File: src/rtl/program_loader_pkg.sv
// Shared definitions for the program loader: FSM encoding, frame defaults
// and the running checksum helper.
package program_loader_pkg;

  typedef enum logic [2:0] {
    ST_IDLE   = 3'd0,
    ST_LEN_HI = 3'd1,
    ST_LEN_LO = 3'd2,
    ST_DATA   = 3'd3,
    ST_CHECK  = 3'd4,
    ST_ERROR  = 3'd5
  } state_t;

  localparam logic [7:0]  START_BYTE_DEF   = 8'hA5;
  localparam logic [31:0] BASE_ADDRESS_DEF = 32'h0040_0000;
  localparam int          CHK_WIDTH        = 8;

  // Modulo-256 accumulation of one data byte into the frame checksum.
  function automatic logic [CHK_WIDTH-1:0] chk_add(input logic [CHK_WIDTH-1:0] sum,
                                                   input logic [7:0] data);
    return sum + data;
  endfunction

endpackage

File: src/rtl/program_loader_if.sv
// Byte stream in, memory write port and status out. The loader uses the
// slave modport; the UART/memory/CPU side uses master.
interface program_loader_if #(
  parameter int DATA_WIDTH = 32
);
  logic [7:0]            Byte_i;
  logic                  ByteValid_i;
  logic                  WriteEnable_o;
  logic [DATA_WIDTH-1:0] WriteAddress_o;
  logic [DATA_WIDTH-1:0] WriteData_o;
  logic                  Busy_o;
  logic                  Done_o;
  logic                  Error_o;
  logic                  CpuReset_o;

  modport master (
    output Byte_i, ByteValid_i,
    input  WriteEnable_o, WriteAddress_o, WriteData_o,
    input  Busy_o, Done_o, Error_o, CpuReset_o
  );

  modport slave (
    input  Byte_i, ByteValid_i,
    output WriteEnable_o, WriteAddress_o, WriteData_o,
    output Busy_o, Done_o, Error_o, CpuReset_o
  );
endinterface

File: src/rtl/program_loader_word_assembler.sv
// Packs accepted bytes big-endian into a word, keeps the running checksum
// and pulses word_done in the cycle after the fourth byte of each word.
module program_loader_word_assembler
  import program_loader_pkg::*;
#(
  parameter int DATA_WIDTH = 32
) (
  input  logic                  clk,
  input  logic                  reset,
  input  logic                  clear,
  input  logic                  accept,
  input  logic [7:0]            data,
  output logic [DATA_WIDTH-1:0] word,
  output logic [1:0]            byte_cnt,
  output logic [CHK_WIDTH-1:0]  sum,
  output logic                  word_done
);

  logic [DATA_WIDTH-1:0] word_r;
  logic [1:0]            cnt_r;
  logic [CHK_WIDTH-1:0]  sum_r;
  logic                  done_r;

  // Shift register, byte counter, checksum and word-complete pulse.
  always_ff @(posedge clk or negedge reset) begin
    if (!reset) begin
      word_r <= '0;
      cnt_r  <= 2'd0;
      sum_r  <= '0;
      done_r <= 1'b0;
    end else begin
      done_r <= 1'b0;
      if (clear) begin
        word_r <= '0;
        cnt_r  <= 2'd0;
        sum_r  <= '0;
      end else if (accept) begin
        word_r <= {word_r[DATA_WIDTH-9:0], data};
        cnt_r  <= cnt_r + 2'd1;
        sum_r  <= chk_add(sum_r, data);
        done_r <= (cnt_r == 2'd3);
      end
    end
  end

  assign word      = word_r;
  assign byte_cnt  = cnt_r;
  assign sum       = sum_r;
  assign word_done = done_r;

endmodule

File: src/rtl/program_loader.sv
// Frame parser for the instruction-memory loader: FSM, word/address
// counters and inter-byte timeout; holds the CPU in reset while loading.
module program_loader
  import program_loader_pkg::*;
#(
  parameter int                    MEMORY_DEPTH   = 64,
  parameter int                    DATA_WIDTH     = 32,
  parameter logic [DATA_WIDTH-1:0] BASE_ADDRESS   = BASE_ADDRESS_DEF,
  parameter logic [7:0]            START_BYTE     = START_BYTE_DEF,
  parameter int                    TIMEOUT_CYCLES = 1000000
) (
  input logic               clk,
  input logic               reset,
  program_loader_if.slave   bus
);

  localparam int TW = $clog2(TIMEOUT_CYCLES + 1);

  state_t                state_r, state_s;
  logic [15:0]           len_r, len_s;
  logic [15:0]           word_cnt_r;
  logic [DATA_WIDTH-1:0] addr_r;
  logic [TW-1:0]         idle_cnt_r;
  logic                  busy_r, done_r, error_r, cpu_reset_r;
  logic                  clear_s, accept_s, timeout_s, set_done_s, set_error_s;
  logic [DATA_WIDTH-1:0] asm_word_s;
  logic [1:0]            asm_cnt_s;
  logic [CHK_WIDTH-1:0]  asm_sum_s;
  logic                  asm_done_s;

  program_loader_word_assembler #(.DATA_WIDTH(DATA_WIDTH)) u_asm (
    .clk       (clk),
    .reset     (reset),
    .clear     (clear_s),
    .accept    (accept_s),
    .data      (bus.Byte_i),
    .word      (asm_word_s),
    .byte_cnt  (asm_cnt_s),
    .sum       (asm_sum_s),
    .word_done (asm_done_s)
  );

  // ERROR is excluded: it already leaves for IDLE on its own.
  assign timeout_s = (state_r != ST_IDLE) && (state_r != ST_ERROR) && !bus.ByteValid_i &&
                     (idle_cnt_r == TW'(TIMEOUT_CYCLES - 1));

  // Next-state and per-cycle control decode.
  always_comb begin
    state_s     = state_r;
    len_s       = len_r;
    clear_s     = 1'b0;
    accept_s    = 1'b0;
    set_done_s  = 1'b0;
    set_error_s = 1'b0;
    if (timeout_s) begin
      state_s = ST_ERROR;
    end else begin
      case (state_r)
        ST_IDLE: begin
          if (bus.ByteValid_i && (bus.Byte_i == START_BYTE)) begin
            clear_s = 1'b1;
            state_s = ST_LEN_HI;
          end else begin
            state_s = ST_IDLE;
          end
        end
        ST_LEN_HI: begin
          if (bus.ByteValid_i) begin
            len_s   = {8'h00, bus.Byte_i};
            state_s = ST_LEN_LO;
          end else begin
            state_s = ST_LEN_HI;
          end
        end
        ST_LEN_LO: begin
          if (bus.ByteValid_i) begin
            len_s = {len_r[7:0], bus.Byte_i};
            if (len_s > 16'(MEMORY_DEPTH)) begin
              state_s = ST_ERROR;
            end else if (len_s == 16'd0) begin
              state_s = ST_CHECK;
            end else begin
              state_s = ST_DATA;
            end
          end else begin
            state_s = ST_LEN_LO;
          end
        end
        ST_DATA: begin
          if (bus.ByteValid_i) begin
            accept_s = 1'b1;
            if ((asm_cnt_s == 2'd3) && (word_cnt_r == len_r - 16'd1)) begin
              state_s = ST_CHECK;
            end else begin
              state_s = ST_DATA;
            end
          end else begin
            state_s = ST_DATA;
          end
        end
        ST_CHECK: begin
          if (bus.ByteValid_i) begin
            if (bus.Byte_i == asm_sum_s) begin
              set_done_s = 1'b1;
            end else begin
              set_error_s = 1'b1;
            end
            state_s = ST_IDLE;
          end else begin
            state_s = ST_CHECK;
          end
        end
        ST_ERROR: begin
          set_error_s = 1'b1;
          state_s     = ST_IDLE;
        end
        default: state_s = ST_IDLE;
      endcase
    end
  end

  // State, counters and registered status outputs.
  always_ff @(posedge clk or negedge reset) begin
    if (!reset) begin
      state_r     <= ST_IDLE;
      len_r       <= 16'd0;
      word_cnt_r  <= 16'd0;
      addr_r      <= BASE_ADDRESS;
      idle_cnt_r  <= '0;
      busy_r      <= 1'b0;
      done_r      <= 1'b0;
      error_r     <= 1'b0;
      cpu_reset_r <= 1'b1;
    end else begin
      state_r     <= state_s;
      len_r       <= len_s;
      busy_r      <= (state_s != ST_IDLE);
      cpu_reset_r <= (state_s == ST_IDLE);
      if (clear_s) begin
        done_r  <= 1'b0;
        error_r <= 1'b0;
      end else if (set_done_s) begin
        done_r  <= 1'b1;
        error_r <= 1'b0;
      end else if (set_error_s) begin
        done_r  <= 1'b0;
        error_r <= 1'b1;
      end
      if (clear_s) begin
        word_cnt_r <= 16'd0;
      end else if (accept_s && (asm_cnt_s == 2'd3)) begin
        word_cnt_r <= word_cnt_r + 16'd1;
      end
      // Address advances at the end of the write cycle so it is stable while strobed.
      if (clear_s) begin
        addr_r <= BASE_ADDRESS;
      end else if (asm_done_s) begin
        addr_r <= addr_r + DATA_WIDTH'(4);
      end
      if ((state_s == ST_IDLE) || bus.ByteValid_i) begin
        idle_cnt_r <= '0;
      end else begin
        idle_cnt_r <= idle_cnt_r + TW'(1);
      end
    end
  end

  assign bus.WriteEnable_o  = asm_done_s;
  assign bus.WriteAddress_o = addr_r;
  assign bus.WriteData_o    = asm_word_s;
  assign bus.Busy_o         = busy_r;
  assign bus.Done_o         = done_r;
  assign bus.Error_o        = error_r;
  assign bus.CpuReset_o     = cpu_reset_r;

endmodule
File: src/flat_wrapper.sv
// flat-port wrapper written by rule: the top's interface ports become plain ports
module program_loader_flat import program_loader_pkg::*;
#(
  parameter int                    MEMORY_DEPTH   = 64,
  parameter int                    DATA_WIDTH     = 32,
  parameter logic [DATA_WIDTH-1:0] BASE_ADDRESS   = BASE_ADDRESS_DEF,
  parameter logic [7:0]            START_BYTE     = START_BYTE_DEF,
  parameter int                    TIMEOUT_CYCLES = 1000000
)
  (clk, reset, bus_Byte_i, bus_ByteValid_i, bus_WriteEnable_o, bus_WriteAddress_o, bus_WriteData_o, bus_Busy_o, bus_Done_o, bus_Error_o, bus_CpuReset_o);
  program_loader_if #(.DATA_WIDTH(DATA_WIDTH)) bus_i ();
  input logic clk;
  input logic reset;
  input wire logic [$bits(bus_i.Byte_i)-1:0] bus_Byte_i;
  input wire logic [$bits(bus_i.ByteValid_i)-1:0] bus_ByteValid_i;
  output wire logic [$bits(bus_i.WriteEnable_o)-1:0] bus_WriteEnable_o;
  output wire logic [$bits(bus_i.WriteAddress_o)-1:0] bus_WriteAddress_o;
  output wire logic [$bits(bus_i.WriteData_o)-1:0] bus_WriteData_o;
  output wire logic [$bits(bus_i.Busy_o)-1:0] bus_Busy_o;
  output wire logic [$bits(bus_i.Done_o)-1:0] bus_Done_o;
  output wire logic [$bits(bus_i.Error_o)-1:0] bus_Error_o;
  output wire logic [$bits(bus_i.CpuReset_o)-1:0] bus_CpuReset_o;
  assign bus_i.Byte_i = bus_Byte_i;
  assign bus_i.ByteValid_i = bus_ByteValid_i;
  assign bus_WriteEnable_o = bus_i.WriteEnable_o;
  assign bus_WriteAddress_o = bus_i.WriteAddress_o;
  assign bus_WriteData_o = bus_i.WriteData_o;
  assign bus_Busy_o = bus_i.Busy_o;
  assign bus_Done_o = bus_i.Done_o;
  assign bus_Error_o = bus_i.Error_o;
  assign bus_CpuReset_o = bus_i.CpuReset_o;
  program_loader #(.MEMORY_DEPTH(MEMORY_DEPTH), .DATA_WIDTH(DATA_WIDTH), .BASE_ADDRESS(BASE_ADDRESS), .START_BYTE(START_BYTE), .TIMEOUT_CYCLES(TIMEOUT_CYCLES)) u_core (.clk(clk), .reset(reset), .bus(bus_i));
endmodule
File: config.mk
export PLATFORM = sky130hd
export DESIGN_NAME = program_loader_flat
export DESIGN_NICKNAME = d
export VERILOG_FILES = /design/src/rtl/program_loader_pkg.sv /design/src/rtl/program_loader_if.sv /design/src/rtl/program_loader_word_assembler.sv /design/src/rtl/program_loader.sv /design/src/flat_wrapper.sv
export SDC_FILE = /design/constraint.sdc
export NUM_CORES = 1
export LEC_CHECK = 0
export ABC_AREA = 1
export CAP_MARGIN = 20
export CORE_MARGIN = 2
export CORE_UTILIZATION = 61
export CTS_CLUSTER_SIZE = 28
export DETAILED_ROUTE_END_ITERATION = 12
export GPL_TIMING_DRIVEN = 0
export PLACE_DENSITY = 0.86
export REMOVE_ABC_BUFFERS = 1
export SYNTH_ARGS = -nofsm -noshare
export SYNTH_HDL_FRONTEND = slang
export SYNTH_SLANG_ARGS = --single-unit
File: constraint.sdc
create_clock -name clk -period 4.4 [get_ports clk]
set_input_delay 1.32 -clock clk [delete_from_list [all_inputs] [get_ports clk]]
set_output_delay 1.32 -clock clk [all_outputs]
set_load 0.03 [all_outputs]
==> results of run 1 <==
-- cell type report --
cell class / count / area, sq um
clock inverter: 13 / 208
inverter: 140 / 526
tap: 143 / 179
fill: 794 / 2770
multi-input combinational: 581 / 3080
sequential: 132 / 3310
clock buffer: 19 / 433
timing repair buffer: 80 / 820
-- per-stage QoR --
step / setup WS (ns) / instances / power (mW) / util, %
after floorplan: 1.09 / 853 / 2.98 / -
after global placement: -3.11 / 1073 / 3.56 / 69.4
after detailed placement: -0.123 / 1076 / 3.61 / 69.9
after CTS: 0.258 / 1108 / 5.18 / 75.5
after global routing: 0.118 / 1108 / 5.47 / 75.6
final: 0.440 / 1108 / 5.17 / 75.6
-- cells in the mapped netlist (2+ instances only) --
master	instances
a211oi_1	2
a21oi_1	26
a221oi_1	2
a22o_1	4
a31oi_1	3
a32o_1	2
and2_1	2
buf_12	2
buf_2	2
buf_4	2
clkbuf_1	15
dfrtp_1	130
dfstp_2	2
ha_1	12
inv_1	139
nand2_1	157
nand2_2	4
nand3_1	49
nand4_1	20
nor2_1	83
nor2_2	24
nor2_4	3
nor3_1	32
nor4_1	12
o21a_1	2
o21ai_0	63
o21ai_1	4
o21bai_1	2
o22ai_1	22
xnor2_1	12
xor2_1	27
-- flip-flops by register name, summed over array words and instances, names as in the netlist, 2 cells and up --
name,cells
u_core.word_cnt_r,16
u_core.len_r,16
u_core.idle_cnt_r,20
u_core.state_r,3
u_core.u_asm.word,32
u_core.u_asm.sum,8
u_core.u_asm.byte_cnt,2
u_core.bus.WriteAddress_o,30
-- final timing paths --
path                                        from                            end  slack, ns  cells past startpoint
hold / removal             u_core.u_asm.word[27]          u_core.u_asm.word[27]       0.49                      2
min in group asynchronous                  reset  u_core.bus.WriteAddress_o[28]       0.76                      1
hold reg to reg            u_core.u_asm.word[27]          u_core.u_asm.word[27]       0.49                      2
setup / recovery                 bus_ByteValid_i           u_core.idle_cnt_r[3]       0.44                     12
setup reg to reg               u_core.state_r[0]           u_core.idle_cnt_r[3]       1.38                     14
max in group asynchronous                  reset          u_core.idle_cnt_r[13]       2.85                      2
-- critical path: stages --
cell,delay (ns)
clkdlybuf4s50_1,0.71
nand3_1,0.16
nor4_1,0.17
and2_1,0.59
inv_1,0.46
nand3_1,0.20
inv_1,0.06
nand2_1,0.09
nor2_2,0.06
nand2_2,0.11
nand2_4,0.21
nor2_2,0.16
-- logic make-up (layout without fill, tap and decap cells) --
kind of cell | Yosys count | in the layout
AOI/OAI and AO/OA | 138 | 138
other | 1 | 2
buffers and inverters | 161 | 252
xor gates and xnor gates | 40 | 40
DFF | 132 | 132
and+or+nand+nor | 388 | 388
adders and majority gates | 13 | 13
-- metal layers --
| layer | vias to the layer above | part of all wire (%) | GRT usage (%) |
|---|---|---|---|
| li1 | 2995 | - | - |
| met3 | 36 | 4.7 | 5.61 |
| met5 | - | 0 | 0 |
| met4 | 0 | 2.4 | 12.8 |
| met2 | 181 | 50 | 46.4 |
| met1 | 2927 | 43 | 34.5 |
-- power groups by stage --
stage | clock network [mW] | registers, mW | logic, mW
after detailed placement | 0 | 1.76 | 1.85
final | 1.55 | 1.76 | 1.87
after CTS | 1.56 | 1.75 | 1.87
after global routing | 1.62 | 1.79 | 2.07
after floorplan | 0 | 2.06 | 0.918
after global placement | 0 | 1.76 | 1.80
==> flow_metrics.env, run 1 <==
export IMPL_cp_start_kind="primary input"
export IMPL_n_antenna_cell=0
export IMPL_grt_pass1_wl_um=27800
export IMPL_path_clk_slew_ns=0.06
export IMPL_tns_ns=0
export IMPL_timing_final_max_slew_violations=0
export IMPL_max_cap_violations=0
export IMPL_crit_fanout=20
export IMPL_netlist_area_sq_um=7030
export IMPL_synth_compound_area_share_pct=11.3
export IMPL_rsz0062_at_grt="no"
export IMPL_clock_skew_ns=0.00484
export IMPL_synth_top_family_by_area="simple AND/OR/NAND/NOR gates"
export IMPL_rows=39
export IMPL_cts_resized=0
export IMPL_ioPinCount=80
export IMPL_final_common_cell="nand2_1"
export IMPL_combPwrFrac_pct=36.1
export IMPL_overflow=0
export IMPL_cts_root_buffer="clkbuf_16"
export IMPL_yosysSeqAreaShare_pct=47.0
export IMPL_worst_hold_slack_ns=0.489
export IMPL_dr_pass1_iters=5
export IMPL_power_frac_seq_pct=34.0
export IMPL_fp_dieH_um=111
export IMPL_synth_cell_types=43
export IMPL_grt_pass1_vias=6219
export IMPL_synthAdderAreaFrac_pct=2.42
export IMPL_cts_sinks=132
export IMPL_htreeDepth=4
export IMPL_synthSimpleGateAreaFrac_pct=24.8
export IMPL_synthFlopType="dfrtp_1"
export IMPL_clk_latency_ns=0.43
export IMPL_finalHoldViolCount=0
export IMPL_cts_setup_buffers=0
export IMPL_synth_edff_count=0
export IMPL_cts_tree="built"
export IMPL_p_sw_mw=1.95
export IMPL_finalCriticalPeriod_ns=3.96
export IMPL_power_density_nw_per_um2=604
export IMPL_drt_wl_total_um=16000
export IMPL_routabilityCongestion=0.883
export IMPL_antenna_found_initial=0
export IMPL_leakage_nw=4.01
export IMPL_critPathRequiredTime_ns=4.75
export IMPL_hpwlAfterDp_um=11000
export IMPL_final_layout_size_suffix_gt1_share_pct=7.56
export IMPL_drt_iter0_markers=482
export IMPL_p_sw_share_pct=37.6
export IMPL_core_area_sq_um=11300
export IMPL_synth_largest_area_cell="dfrtp_1"
export IMPL_synthArstFlopShare_pct=100
export IMPL_status="finished, final reports clean"
export IMPL_arrival_ns=4.31
export IMPL_setup_viol=0
export IMPL_drtAntennaViolNets=0
export IMPL_hold_class="flip-flop to flip-flop"
export IMPL_grt_max_degree=104
export IMPL_detail_route_wl_per_cell_um=14.4
export IMPL_intPower_mw=3.22
export IMPL_remaining_drc_errors=0
export IMPL_numCtsBuffers=17
export IMPL_synth_xor_area_share_pct=5.18
export IMPL_synthCells=873
export IMPL_cts_max_path_buffers=2
export IMPL_layout_common_cells="157 x nand2_1, 139 x inv_1, 130 x dfrtp_1"
export IMPL_ys_top_cells_by_area="dfrtp_1 46%, nand2_1 8.4%, inv_1 7.4%, o21ai_0 4.5%, nor2_1 4.4%"
export IMPL_die_area_sq_um=12400
export IMPL_worstSetupPathType="primary input to flip-flop"
export IMPL_min_period_over_period_pct=90.0
export IMPL_die_w_um=111
export IMPL_start_util_pct=62.1
export IMPL_fin_area_sq_um=8550
export IMPL_ys_ff_latch=132
export IMPL_ys_warn_count=0
export IMPL_synthToLayoutAreaGrowth_pct=21.7
export IMPL_slew_headroom_pct=36.9
export IMPL_vdd_ir_drop_worst_uv=558
export IMPL_placed_area_sq_um=7910
export IMPL_grtUsageTotal_pct=27.6
export IMPL_portBuffers=77
export IMPL_synth_mux_area_share_pct=0
export IMPL_final_nets=976
export IMPL_vias=6139
export IMPL_syn_area_per_cell_sq_um=8.05
export IMPL_vias_per_cell=5.54
export IMPL_synth_top_area_share_pct=46.3
export IMPL_hold_buffers=0
export IMPL_crit_path_end_kind="flip-flop"
export IMPL_worst_slew_pin_slew_ns=0.945
export IMPL_pwr_share_clk_pct=29.9
export IMPL_fmax_ghz=0.253
(Power assumes the default switching activity.)
==> run 2: changes to the inputs <==
--- a/config.mk
+++ b/config.mk
@@ -14,6 +14,7 @@
 export GPL_TIMING_DRIVEN = 0
 export PLACE_DENSITY = 0.86
 export REMOVE_ABC_BUFFERS = 1
+export SLEW_MARGIN = 0
 export SYNTH_ARGS = -nofsm -noshare
 export SYNTH_HDL_FRONTEND = slang
 export SYNTH_SLANG_ARGS = --single-unit
==> constraint.sdc (replaced) <==
create_clock -name clk -period 4.4 [get_ports clk]
set_input_delay 1.32 -clock clk [delete_from_list [all_inputs] [get_ports clk]]
set_output_delay 1.32 -clock clk [all_outputs]
set_load 0.1 [all_outputs]
==> results of run 2 <==
Same layout as run 1 (identical final DEF). Status: finished, final reports clean.
Main changes from that run: total power 5.17 mW -> 6.09 mW; worst IR drop on VDD 558 uV -> 844 uV
